<file path="src/rtl/rx_intf_m_axis_if.sv">
// AXI-Stream beat bundle between the RX stream master and the PS DMA.
interface rx_intf_m_axis_if #(
   parameter int C_M_AXIS_TDATA_WIDTH = 64
);
   logic                                M_AXIS_TVALID;
   logic [C_M_AXIS_TDATA_WIDTH-1:0]     M_AXIS_TDATA;
   logic [(C_M_AXIS_TDATA_WIDTH/8)-1:0] M_AXIS_TSTRB;
   logic                                M_AXIS_TLAST;
   logic                                M_AXIS_TREADY;

   modport master (
      output M_AXIS_TVALID,
      output M_AXIS_TDATA,
      output M_AXIS_TSTRB,
      output M_AXIS_TLAST,
      input  M_AXIS_TREADY
   );

   modport slave (
      input  M_AXIS_TVALID,
      input  M_AXIS_TDATA,
      input  M_AXIS_TSTRB,
      input  M_AXIS_TLAST,
      output M_AXIS_TREADY
   );
endinterface

</file>
<file path="src/rtl/rx_intf_m_axis.sv">
// RX stream master: buffers accelerator words in a FWFT FIFO and streams one
// armed DMA transfer at a time, optionally led by a TSF header beat.
module rx_intf_m_axis #(
   parameter int C_M_AXIS_TDATA_WIDTH   = 64,
   parameter int MAX_BIT_NUM_DMA_SYMBOL = 14,
   parameter int FIFO_AW                = 6,
   parameter int TSF_TIMER_WIDTH        = 64
) (
   input  logic                              M_AXIS_ACLK,
   input  logic                              M_AXIS_ARESETN,
   rx_intf_m_axis_if.master                  m_axis,
   input  logic [C_M_AXIS_TDATA_WIDTH-1:0]   DATA_FROM_ACC,
   input  logic                              DATA_FROM_ACC_VALID,
   output logic                              FULL_TO_ACC,
   output logic [FIFO_AW:0]                  data_count,
   input  logic                              start_1trans,
   input  logic [MAX_BIT_NUM_DMA_SYMBOL-1:0] num_dma_symbol,
   input  logic                              hdr_en,
   input  logic [TSF_TIMER_WIDTH-1:0]        tsf_runtime_val,
   output logic                              busy,
   output logic                              trans_done,
   output logic                              overflow
);
   typedef enum logic [1:0] {IDLE = 2'd0, HDR = 2'd1, SEND = 2'd2} state_e;

   localparam int                                DEPTH    = 1 << FIFO_AW;
   localparam logic [FIFO_AW:0]                  CNT_FULL = (FIFO_AW+1)'(DEPTH);
   localparam logic [FIFO_AW:0]                  CNT_ONE  = (FIFO_AW+1)'(1);
   localparam logic [FIFO_AW-1:0]                PTR_ONE  = FIFO_AW'(1);
   localparam logic [MAX_BIT_NUM_DMA_SYMBOL-1:0] BEAT_ONE = MAX_BIT_NUM_DMA_SYMBOL'(1);

   state_e                              state_q, state_d;
   logic [MAX_BIT_NUM_DMA_SYMBOL-1:0]   len_q, len_d;
   logic [MAX_BIT_NUM_DMA_SYMBOL-1:0]   beat_cnt_q, beat_cnt_d;
   logic [TSF_TIMER_WIDTH-1:0]          tsf_q, tsf_d;
   logic [FIFO_AW-1:0]                  wr_ptr_q, wr_ptr_d;
   logic [FIFO_AW-1:0]                  rd_ptr_q, rd_ptr_d;
   logic [FIFO_AW:0]                    cnt_q, cnt_d;
   logic                                trans_done_q, trans_done_d;
   logic                                overflow_q, overflow_d;
   logic [C_M_AXIS_TDATA_WIDTH-1:0]     mem_q [DEPTH];

   logic                                full_s, empty_s, wr_en_s, pop_s;
   logic                                tvalid_s, tlast_s;
   logic [C_M_AXIS_TDATA_WIDTH-1:0]     tdata_s;

   // Full is judged before any same-cycle pop, so a write into a full FIFO is dropped.
   assign full_s  = (cnt_q == CNT_FULL);
   assign empty_s = (cnt_q == {(FIFO_AW+1){1'b0}});
   assign wr_en_s = DATA_FROM_ACC_VALID && !full_s;
   assign pop_s   = (state_q == SEND) && tvalid_s && m_axis.M_AXIS_TREADY;

   // FIFO storage array.
   always_ff @(posedge M_AXIS_ACLK) begin
      if (wr_en_s) begin
         mem_q[wr_ptr_q] <= DATA_FROM_ACC;
      end
   end

   // Beat presentation: all stream outputs derive from registered state only.
   always_comb begin
      tvalid_s = 1'b0;
      tlast_s  = 1'b0;
      tdata_s  = {C_M_AXIS_TDATA_WIDTH{1'b0}};
      case (state_q)
         HDR: begin
            tvalid_s = 1'b1;
            tdata_s  = C_M_AXIS_TDATA_WIDTH'(tsf_q);
         end
         SEND: begin
            if (!empty_s) begin
               tvalid_s = 1'b1;
               tdata_s  = mem_q[rd_ptr_q];
               tlast_s  = (beat_cnt_q == len_q);
            end else begin
               tvalid_s = 1'b0;
            end
         end
         default: begin
            tvalid_s = 1'b0;
         end
      endcase
   end

   // Next-state, transfer bookkeeping and FIFO pointer updates.
   always_comb begin
      state_d      = state_q;
      len_d        = len_q;
      beat_cnt_d   = beat_cnt_q;
      tsf_d        = tsf_q;
      trans_done_d = 1'b0;
      overflow_d   = overflow_q;
      wr_ptr_d     = wr_en_s ? (wr_ptr_q + PTR_ONE) : wr_ptr_q;
      rd_ptr_d     = pop_s   ? (rd_ptr_q + PTR_ONE) : rd_ptr_q;
      case ({wr_en_s, pop_s})
         2'b10:   cnt_d = cnt_q + CNT_ONE;
         2'b01:   cnt_d = cnt_q - CNT_ONE;
         default: cnt_d = cnt_q;
      endcase

      case (state_q)
         IDLE: begin
            if (start_1trans) begin
               len_d      = num_dma_symbol;
               tsf_d      = tsf_runtime_val;
               beat_cnt_d = {MAX_BIT_NUM_DMA_SYMBOL{1'b0}};
               overflow_d = 1'b0;
               state_d    = hdr_en ? HDR : SEND;
            end else begin
               state_d    = IDLE;
            end
         end
         HDR: begin
            if (m_axis.M_AXIS_TREADY) begin
               state_d = SEND;
            end else begin
               state_d = HDR;
            end
         end
         SEND: begin
            // The final beat leaves beat_cnt at len so it can never wrap.
            if (pop_s && tlast_s) begin
               state_d      = IDLE;
               trans_done_d = 1'b1;
            end else if (pop_s) begin
               beat_cnt_d   = beat_cnt_q + BEAT_ONE;
            end else begin
               state_d      = SEND;
            end
         end
         default: begin
            state_d = IDLE;
         end
      endcase

      if (DATA_FROM_ACC_VALID && full_s) begin
         overflow_d = 1'b1;
      end else begin
         overflow_d = overflow_d;
      end
   end

   // State and control registers.
   always_ff @(posedge M_AXIS_ACLK or negedge M_AXIS_ARESETN) begin
      if (!M_AXIS_ARESETN) begin
         state_q      <= IDLE;
         len_q        <= {MAX_BIT_NUM_DMA_SYMBOL{1'b0}};
         beat_cnt_q   <= {MAX_BIT_NUM_DMA_SYMBOL{1'b0}};
         tsf_q        <= {TSF_TIMER_WIDTH{1'b0}};
         wr_ptr_q     <= {FIFO_AW{1'b0}};
         rd_ptr_q     <= {FIFO_AW{1'b0}};
         cnt_q        <= {(FIFO_AW+1){1'b0}};
         trans_done_q <= 1'b0;
         overflow_q   <= 1'b0;
      end else begin
         state_q      <= state_d;
         len_q        <= len_d;
         beat_cnt_q   <= beat_cnt_d;
         tsf_q        <= tsf_d;
         wr_ptr_q     <= wr_ptr_d;
         rd_ptr_q     <= rd_ptr_d;
         cnt_q        <= cnt_d;
         trans_done_q <= trans_done_d;
         overflow_q   <= overflow_d;
      end
   end

   assign m_axis.M_AXIS_TVALID = tvalid_s;
   assign m_axis.M_AXIS_TDATA  = tdata_s;
   assign m_axis.M_AXIS_TLAST  = tlast_s;
   assign m_axis.M_AXIS_TSTRB  = {(C_M_AXIS_TDATA_WIDTH/8){1'b1}};
   assign FULL_TO_ACC          = full_s;
   assign data_count           = cnt_q;
   assign busy                 = (state_q != IDLE);
   assign trans_done           = trans_done_q;
   assign overflow             = overflow_q;
endmodule

</file>
<file path="src/flat_wrapper.sv">
// flat-port wrapper written by rule: the top's interface ports become plain ports
module rx_intf_m_axis_flat 
#(
   parameter int C_M_AXIS_TDATA_WIDTH   = 64,
   parameter int MAX_BIT_NUM_DMA_SYMBOL = 14,
   parameter int FIFO_AW                = 6,
   parameter int TSF_TIMER_WIDTH        = 64
)
  (M_AXIS_ACLK, M_AXIS_ARESETN, DATA_FROM_ACC, DATA_FROM_ACC_VALID, FULL_TO_ACC, data_count, start_1trans, num_dma_symbol, hdr_en, tsf_runtime_val, busy, trans_done, overflow, m_axis_M_AXIS_TVALID, m_axis_M_AXIS_TDATA, m_axis_M_AXIS_TSTRB, m_axis_M_AXIS_TLAST, m_axis_M_AXIS_TREADY);
  rx_intf_m_axis_if #(.C_M_AXIS_TDATA_WIDTH(C_M_AXIS_TDATA_WIDTH)) m_axis_i ();
  input  logic M_AXIS_ACLK;
  input  logic M_AXIS_ARESETN;
  input  logic [C_M_AXIS_TDATA_WIDTH-1:0] DATA_FROM_ACC;
  input  logic DATA_FROM_ACC_VALID;
  output logic FULL_TO_ACC;
  output logic [FIFO_AW:0] data_count;
  input  logic start_1trans;
  input  logic [MAX_BIT_NUM_DMA_SYMBOL-1:0] num_dma_symbol;
  input  logic hdr_en;
  input  logic [TSF_TIMER_WIDTH-1:0] tsf_runtime_val;
  output logic busy;
  output logic trans_done;
  output logic overflow;
  output wire logic [$bits(m_axis_i.M_AXIS_TVALID)-1:0] m_axis_M_AXIS_TVALID;
  output wire logic [$bits(m_axis_i.M_AXIS_TDATA)-1:0] m_axis_M_AXIS_TDATA;
  output wire logic [$bits(m_axis_i.M_AXIS_TSTRB)-1:0] m_axis_M_AXIS_TSTRB;
  output wire logic [$bits(m_axis_i.M_AXIS_TLAST)-1:0] m_axis_M_AXIS_TLAST;
  input wire logic [$bits(m_axis_i.M_AXIS_TREADY)-1:0] m_axis_M_AXIS_TREADY;
  assign m_axis_M_AXIS_TVALID = m_axis_i.M_AXIS_TVALID;
  assign m_axis_M_AXIS_TDATA = m_axis_i.M_AXIS_TDATA;
  assign m_axis_M_AXIS_TSTRB = m_axis_i.M_AXIS_TSTRB;
  assign m_axis_M_AXIS_TLAST = m_axis_i.M_AXIS_TLAST;
  assign m_axis_i.M_AXIS_TREADY = m_axis_M_AXIS_TREADY;
  rx_intf_m_axis #(.C_M_AXIS_TDATA_WIDTH(C_M_AXIS_TDATA_WIDTH), .MAX_BIT_NUM_DMA_SYMBOL(MAX_BIT_NUM_DMA_SYMBOL), .FIFO_AW(FIFO_AW), .TSF_TIMER_WIDTH(TSF_TIMER_WIDTH)) u_core (.M_AXIS_ACLK(M_AXIS_ACLK), .M_AXIS_ARESETN(M_AXIS_ARESETN), .m_axis(m_axis_i), .DATA_FROM_ACC(DATA_FROM_ACC), .DATA_FROM_ACC_VALID(DATA_FROM_ACC_VALID), .FULL_TO_ACC(FULL_TO_ACC), .data_count(data_count), .start_1trans(start_1trans), .num_dma_symbol(num_dma_symbol), .hdr_en(hdr_en), .tsf_runtime_val(tsf_runtime_val), .busy(busy), .trans_done(trans_done), .overflow(overflow));
endmodule
</file>
<file path="config.mk">
export PLATFORM = sky130hd
export DESIGN_NAME = rx_intf_m_axis_flat
export DESIGN_NICKNAME = d
export VERILOG_FILES = /design/src/rtl/rx_intf_m_axis_if.sv /design/src/rtl/rx_intf_m_axis.sv /design/src/flat_wrapper.sv
export SDC_FILE = /design/constraint.sdc
export NUM_CORES = 2
export LEC_CHECK = 0
export CAP_MARGIN = 20
export CORE_MARGIN = 1.5
export CORE_UTILIZATION = 28
export DETAILED_ROUTE_END_ITERATION = 16
export PLACE_DENSITY_LB_ADDON = 0.25
export SYNTH_ARGS = -nofsm -noshare
export SYNTH_HDL_FRONTEND = slang
export SYNTH_SLANG_ARGS = --single-unit
export TNS_END_PERCENT = 50
</file>
<file path="constraint.sdc">
create_clock -name M_AXIS_ACLK -period 6.45 [get_ports M_AXIS_ACLK]
set_clock_uncertainty 0.1 [all_clocks]
set_input_delay 1.29 -clock M_AXIS_ACLK [delete_from_list [all_inputs] [get_ports M_AXIS_ACLK]]
set_output_delay 1.29 -clock M_AXIS_ACLK [all_outputs]
set_load 0.01 [all_outputs]
</file>
After elaboration in Yosys (flattened, before gate mapping)
Memories as Yosys holds them, arrays and structs flattened. Index checks and enable logic that the tools add are counted.

Bits in registers: 115. RAM bits: 4096. Input port bits: 148. Output and inout port bits: 85. Word-level logic and storage cells: 65. Memories kept: 1.

Memory list: u_core.mem_q (words 64, width 64, read ports 1, clocked after Yosys merged registers in 0, write ports 1, RTL line rx_intf_m_axis.sv:41) `logic [C_M_AXIS_TDATA_WIDTH-1:0] mem_q [DEPTH];`.

Add/sub/neg operators: 5. Equal/unequal tests: 10. Multiplexer cells: 24. Reduce and logical (&&, ||, !) cells: 16.

Operators by type and width (number): $pmux 64 s2 (1); $mux 64 (1); $mux 14 (3); $pmux 14 s2 (1); $add 14x1->14 const B (1); $eq 14x14->1 (1); $pmux 7 s2 (1); $add 6x1->6 const B (2); $mux 1 (10); $mux 2 (5); $reduce_bool 2->1 (5); $add 7x1->7 const B (1); $eq 7x7->1 const B (1); $logic_not 7->1 (1); $sub 7x1->7 const B (1); $pmux 2 s3 (1); $logic_and 1x1->1 (5); $eq 2x1->1 const B (2); $eq 2x2->1 const B (2); $ne 2x2->1 const B (2); $reduce_and 2->1 (2); $reduce_and 4->1 (1); $ne 3x3->1 const B (1); $logic_not 2->1 (1); 3 further kinds (3).

Logic depth before layout (Yosys ltp)
Depth after elaboration: 8. Gate-level depth with buffers: 14. Gate-level depth less buffers: 14.

Worst setup path after synthesis
OpenSTA, ideal clock, no wires.

Kind: in2reg. Start point: input DATA_FROM_ACC_VALID. End point: memory u_core.mem_q[59][0], enable pin. Setup time: 0.487 ns. Arrival time: 4.648 ns. Data required time: 5.863 ns. Path slack: 1.216 ns. Stages on the path: 5. Path buffers: 0. Cell sequence: and2_1 > inv_1 > nor2_1 > nand3_1 > nor2_1.

Cells in the longest elaborated chain, start to end: 3.

RTL lines: from (decl) (RTL line flat_wrapper.sv:14) `input logic DATA_FROM_ACC_VALID;`; $logic_and 1x1->1 (RTL line rx_intf_m_axis.sv:50) `assign wr_en_s = DATA_FROM_ACC_VALID && !full_s;`; $mux 1 (RTL line rx_intf_m_axis.sv:55) `if (wr_en_s) begin`; $mux 1 (not written as such) (RTL line rx_intf_m_axis.sv:56) `mem_q[wr_ptr_q] <= DATA_FROM_ACC;`; to (decl) (RTL line rx_intf_m_axis.sv:41).

No other way between the ends.

Final worst setup path
Start point: register u_core.rd_ptr_q[2]. End point: output m_axis_M_AXIS_TDATA[1].

Cells in the longest elaborated chain, start to end: 3.

RTL lines: from (decl) (RTL line rx_intf_m_axis.sv:37) `logic [FIFO_AW-1:0] rd_ptr_q, rd_ptr_d;`; from (signal assigned) (RTL line rx_intf_m_axis.sv:151) `rd_ptr_q <= {FIFO_AW{1'b0}};`; from (signal assigned) (RTL line rx_intf_m_axis.sv:161) `rd_ptr_q <= rd_ptr_d;`; $mem_v2 64x64; $mux 64 (RTL line rx_intf_m_axis.sv:71) `if (!empty_s) begin`; $pmux 64 s2 (RTL line rx_intf_m_axis.sv:65) `case (state_q)`; to (decl) (RTL line flat_wrapper.sv:25) `output wire logic [$bits(m_axis_i.M_AXIS_TDATA)-1:0] m_axis_M_AXIS_TDATA;`.

No other way between the ends.

==> impl_metrics.csv <==
group,metric,value,unit
status,outcome,"completed",
worst_setup_path,arrival,4.99,ns
final_layout,finalNetCount,8298,
synthesis,synth.avg_cell_area,21.55,um2
sta,rsz0062_at_grt,"false",
power,totalPowerFinal,78.46,mW
power,p_switching,23.82,mW
sta,relSlewSlack,21.95,%
synthesis,synth_flop_cell,"edfxtp_1",
sta,fin_crit_sh,98.99,%
synthesis,synth-async-reset-ratio,2.731,%
clock_network,clk_path_buf_depth,4,
global_route,antenna_found_initial,76,
clock_network,cts-root-buf,"clkbuf_16",
sta,max_freq,156.6,MHz
floorplan,start_util,28.16,%
final_layout,drive_above_1_share,24.83,%
clock_network,cts_sinks,4211,
worst_setup_path,crit_path_max_fanout,33,
clock_network,clkTransAtPathRegs,0.06,ns
synthesis,synthCells,7505,
global_route,grt_overflow,0,
floorplan,die_area,582200,um2
global_route,grt_pass1_wl,733900,um
floorplan,core,574300,um2
floorplan,die_x,763.0,um
clock_network,clk_latency,0.99,ns
sta,fin_crit,6.385,ns
global_route,grt_start_max_net_pins,110,
final_layout,fin_area,191100,um2
power,p_per_area,410.5,nW/um2
clock_network,postCtsHoldBufs,0,
routing,viasPerCell,5.186,
final_layout,postLayoutCoreUtil,33.28,%
sta,finalSetupTns,0,ns
synthesis,synth_area,161700,um2
routing,post-route-drc-count,0,
worst_setup_path,worstPathRequired,5.06,ns
power,peakVddDrop,0.2816,mV
routing,drtAntennaViolNets,0,
routing,num_vias,84080,
synthesis,yosys_warnings,0,
sta,tightestPinTransition,1.168,ns
clock_network,cts_max_level,5,
final_layout,final_cell_mix,"4096 x edfxtp_1, 829 x mux4_2, 529 x mux2i_1",
placement,gp_congestion,0.7553,
global_route,track_usage,18.23,%
synthesis,ys_seq_area_share,77.83,%
floorplan,die_h,763.0,um
final_layout,final_common_cell,"edfxtp_1",
clock_network,cts_tree,"yes",
routing,drt-pass1-iter-count,5,
placement,io_buffers,224,
floorplan,placement_rows,278,
power,clkPwrFrac,32.5,%
global_route,grt_pass1_vias,84370,
power,p_seq_share,41.0,%
placement,dpl_cell_area,176000,um2
worst_setup_path,cp-end-kind,"output pin",
worst_setup_path,critPathKind,"flip-flop to output pin",
flow_run,drv_cap,0,
synthesis,ys_ff_latch,4211,
power,switching_share,30.36,%
power,p_comb_share,26.5,%
worst_hold_path,hp-class,"input pin to asynchronous set/reset pin",
routing,avgRoutedWirePerCell,33.79,um
floorplan,io_pins,233,
sta,worst_hold_slack,0.09695,ns
routing,initialDrtViolationCount,10700,
synthesis,synth-edff-count,4096,
synthesis,synthDistinctLibCells,59,
final_layout,synthToLayoutAreaGrowth,18.18,%
power,power.leakage,60.07,nW
sta,maxSlewViolCount,0,
clock_network,numCtsBuffers,432,
sta,finalSetupViolCount,0,
placement,post-dp-hpwl,299900,um
sta,hold_violations,0,
power,p_int,54.64,mW
worst_setup_path,critPathLaunchType,"flip-flop",
routing,routed_wl,547800,um
Yosys cell counts (35+ instances only):
master | count | area, um2
nand2_1 | 253 | 949.7
mux4_2 | 829 | 18670
buf_1 | 56 | 210.2
nor3_1 | 52 | 260.3
buf_2 | 78 | 390.4
buf_6 | 59 | 664.4
nor2_1 | 120 | 450.4
clkbuf_1 | 192 | 720.7
a21oi_1 | 165 | 825.8
o22ai_1 | 101 | 631.9
dfrtp_1 | 115 | 2878
nand3_1 | 35 | 175.2
a2111oi_0 | 49 | 429.2
a211oi_1 | 103 | 773.2
mux2_2 | 80 | 900.9
buf_4 | 61 | 457.9
o21ai_0 | 79 | 395.4
a22oi_1 | 51 | 382.9
edfxtp_1 | 4096 | 123000
o221ai_1 | 101 | 884.6
mux2i_1 | 529 | 5295
cell families (layout without fill, tap and decap cells):
| logic type | count (synthesis) | count (layout) | synth area share (%) |
|---|---|---|---|
| mux | 1438 | 1438 | 15.37 |
| simple gates | 534 | 535 | 1.433 |
| flops | 4211 | 4211 | 77.83 |
| compound gates | 814 | 814 | 3.535 |
| fa+ha+maj | 14 | 14 | 0.1130 |
| other cells | 1 | 17 | 0.002319 |
| buf+inv | 465 | 1455 | 1.562 |
| xor+xnor | 28 | 28 | 0.1516 |
flip-flops by register name, indices dropped and copies added, names as in the netlist:
signal,count
u_core.rd_ptr_q,6
u_core.len_q,14
u_core.state_q,2
u_core.data_count,7
u_core.mem_q,4096
u_core.beat_cnt_q,14
u_core.tsf_q,64
u_core.trans_done,1
u_core.wr_ptr_q,6
u_core.overflow,1
what timing repair did:
| item | CTS | global route |
|---|---|---|
| gates cloned | 1 | 0 |
| setup buffers | 2 | 0 |
| pin swaps | 2 | 0 |
| resized for setup | 8 | 11 |
| endpoints found under the setup margin | 35 | 9 |
per-layer routing:
metal / wire (um) / track usage [%]
met4: 13880 / 4.157
met5: 133 / 0
met1: 231400 / 25.39
met3: 42720 / 3.373
met2: 259700 / 29.69
critical path: stages (launching register included):
cell	delay (ns)
dfrtp_4	0.85
or3b_4	0.59
buf_12	0.35
buf_12	0.26
o221ai_1	0.15
a21oi_1	0.20
o21ai_0	0.22
a32oi_1	0.45
o31ai_1	0.18
clkdlybuf4s50_1	0.54
power groups by stage:
| stage | Sequential, mW | Clock (mW) | Combinational (mW) |
|---|---|---|---|
| after CTS | 32.2 | 26.0 | 21.0 |
| after floorplan | 32.2 | 0 | 13.2 |
| after detailed placement | 32.8 | 0 | 20.8 |
| after global placement | 32.7 | 0 | 20.7 |
| after global routing | 32.2 | 27.0 | 21.9 |
| final | 32.2 | 25.5 | 20.8 |
final cells by class:
cell class / instances / area [um2]
Antenna cell: 9 / 22.52
Clock buffer: 542 / 11410
Clock inverter: 259 / 2879
Fill cell: 53970 / 383100
Inverter: 18 / 75.07
Multi-Input combinational cell: 2837 / 33960
Sequential cell: 4211 / 125900
Tap cell: 7700 / 9634
Timing Repair Buffer: 636 / 7262
through the flow:
stage / worst slack (ns) / std cells
2_1_floorplan: 1.216 / 7512
3_3_place_gp: 0.5947 / 15370
3_5_place_dp: 0.6357 / 15370
4_1_cts: 0.007258 / 16170
5_1_grt: 0.008316 / 16210
6_report: 0.06523 / 16210
final timing paths:
check	slack (ns)	endpoint	cells past startpoint	from
max in group asynchronous	5.02	u_core.tsf_q[34]$_DFFE_PN0P_	2	M_AXIS_ARESETN
setup reg to reg	2.13	u_core.mem_q[25][62]$_DFFE_PP_	10	u_core.data_count[0]$_DFFE_PN0P_
setup / recovery	0.07	m_axis_M_AXIS_TDATA[1]	9	u_core.rd_ptr_q[2]$_DFFE_PN0P_
hold / removal	0.1	u_core.len_q[1]$_DFFE_PN0P_	1	M_AXIS_ARESETN
hold reg to reg	0.40	u_core.wr_ptr_q[2]$_DFFE_PN0P_	1	u_core.wr_ptr_q[2]$_DFFE_PN0P_
min in group M_AXIS_ACLK	0.40	u_core.wr_ptr_q[2]$_DFFE_PN0P_	1	u_core.wr_ptr_q[2]$_DFFE_PN0P_
No activity file was read; power rests on OpenSTA's default activity.
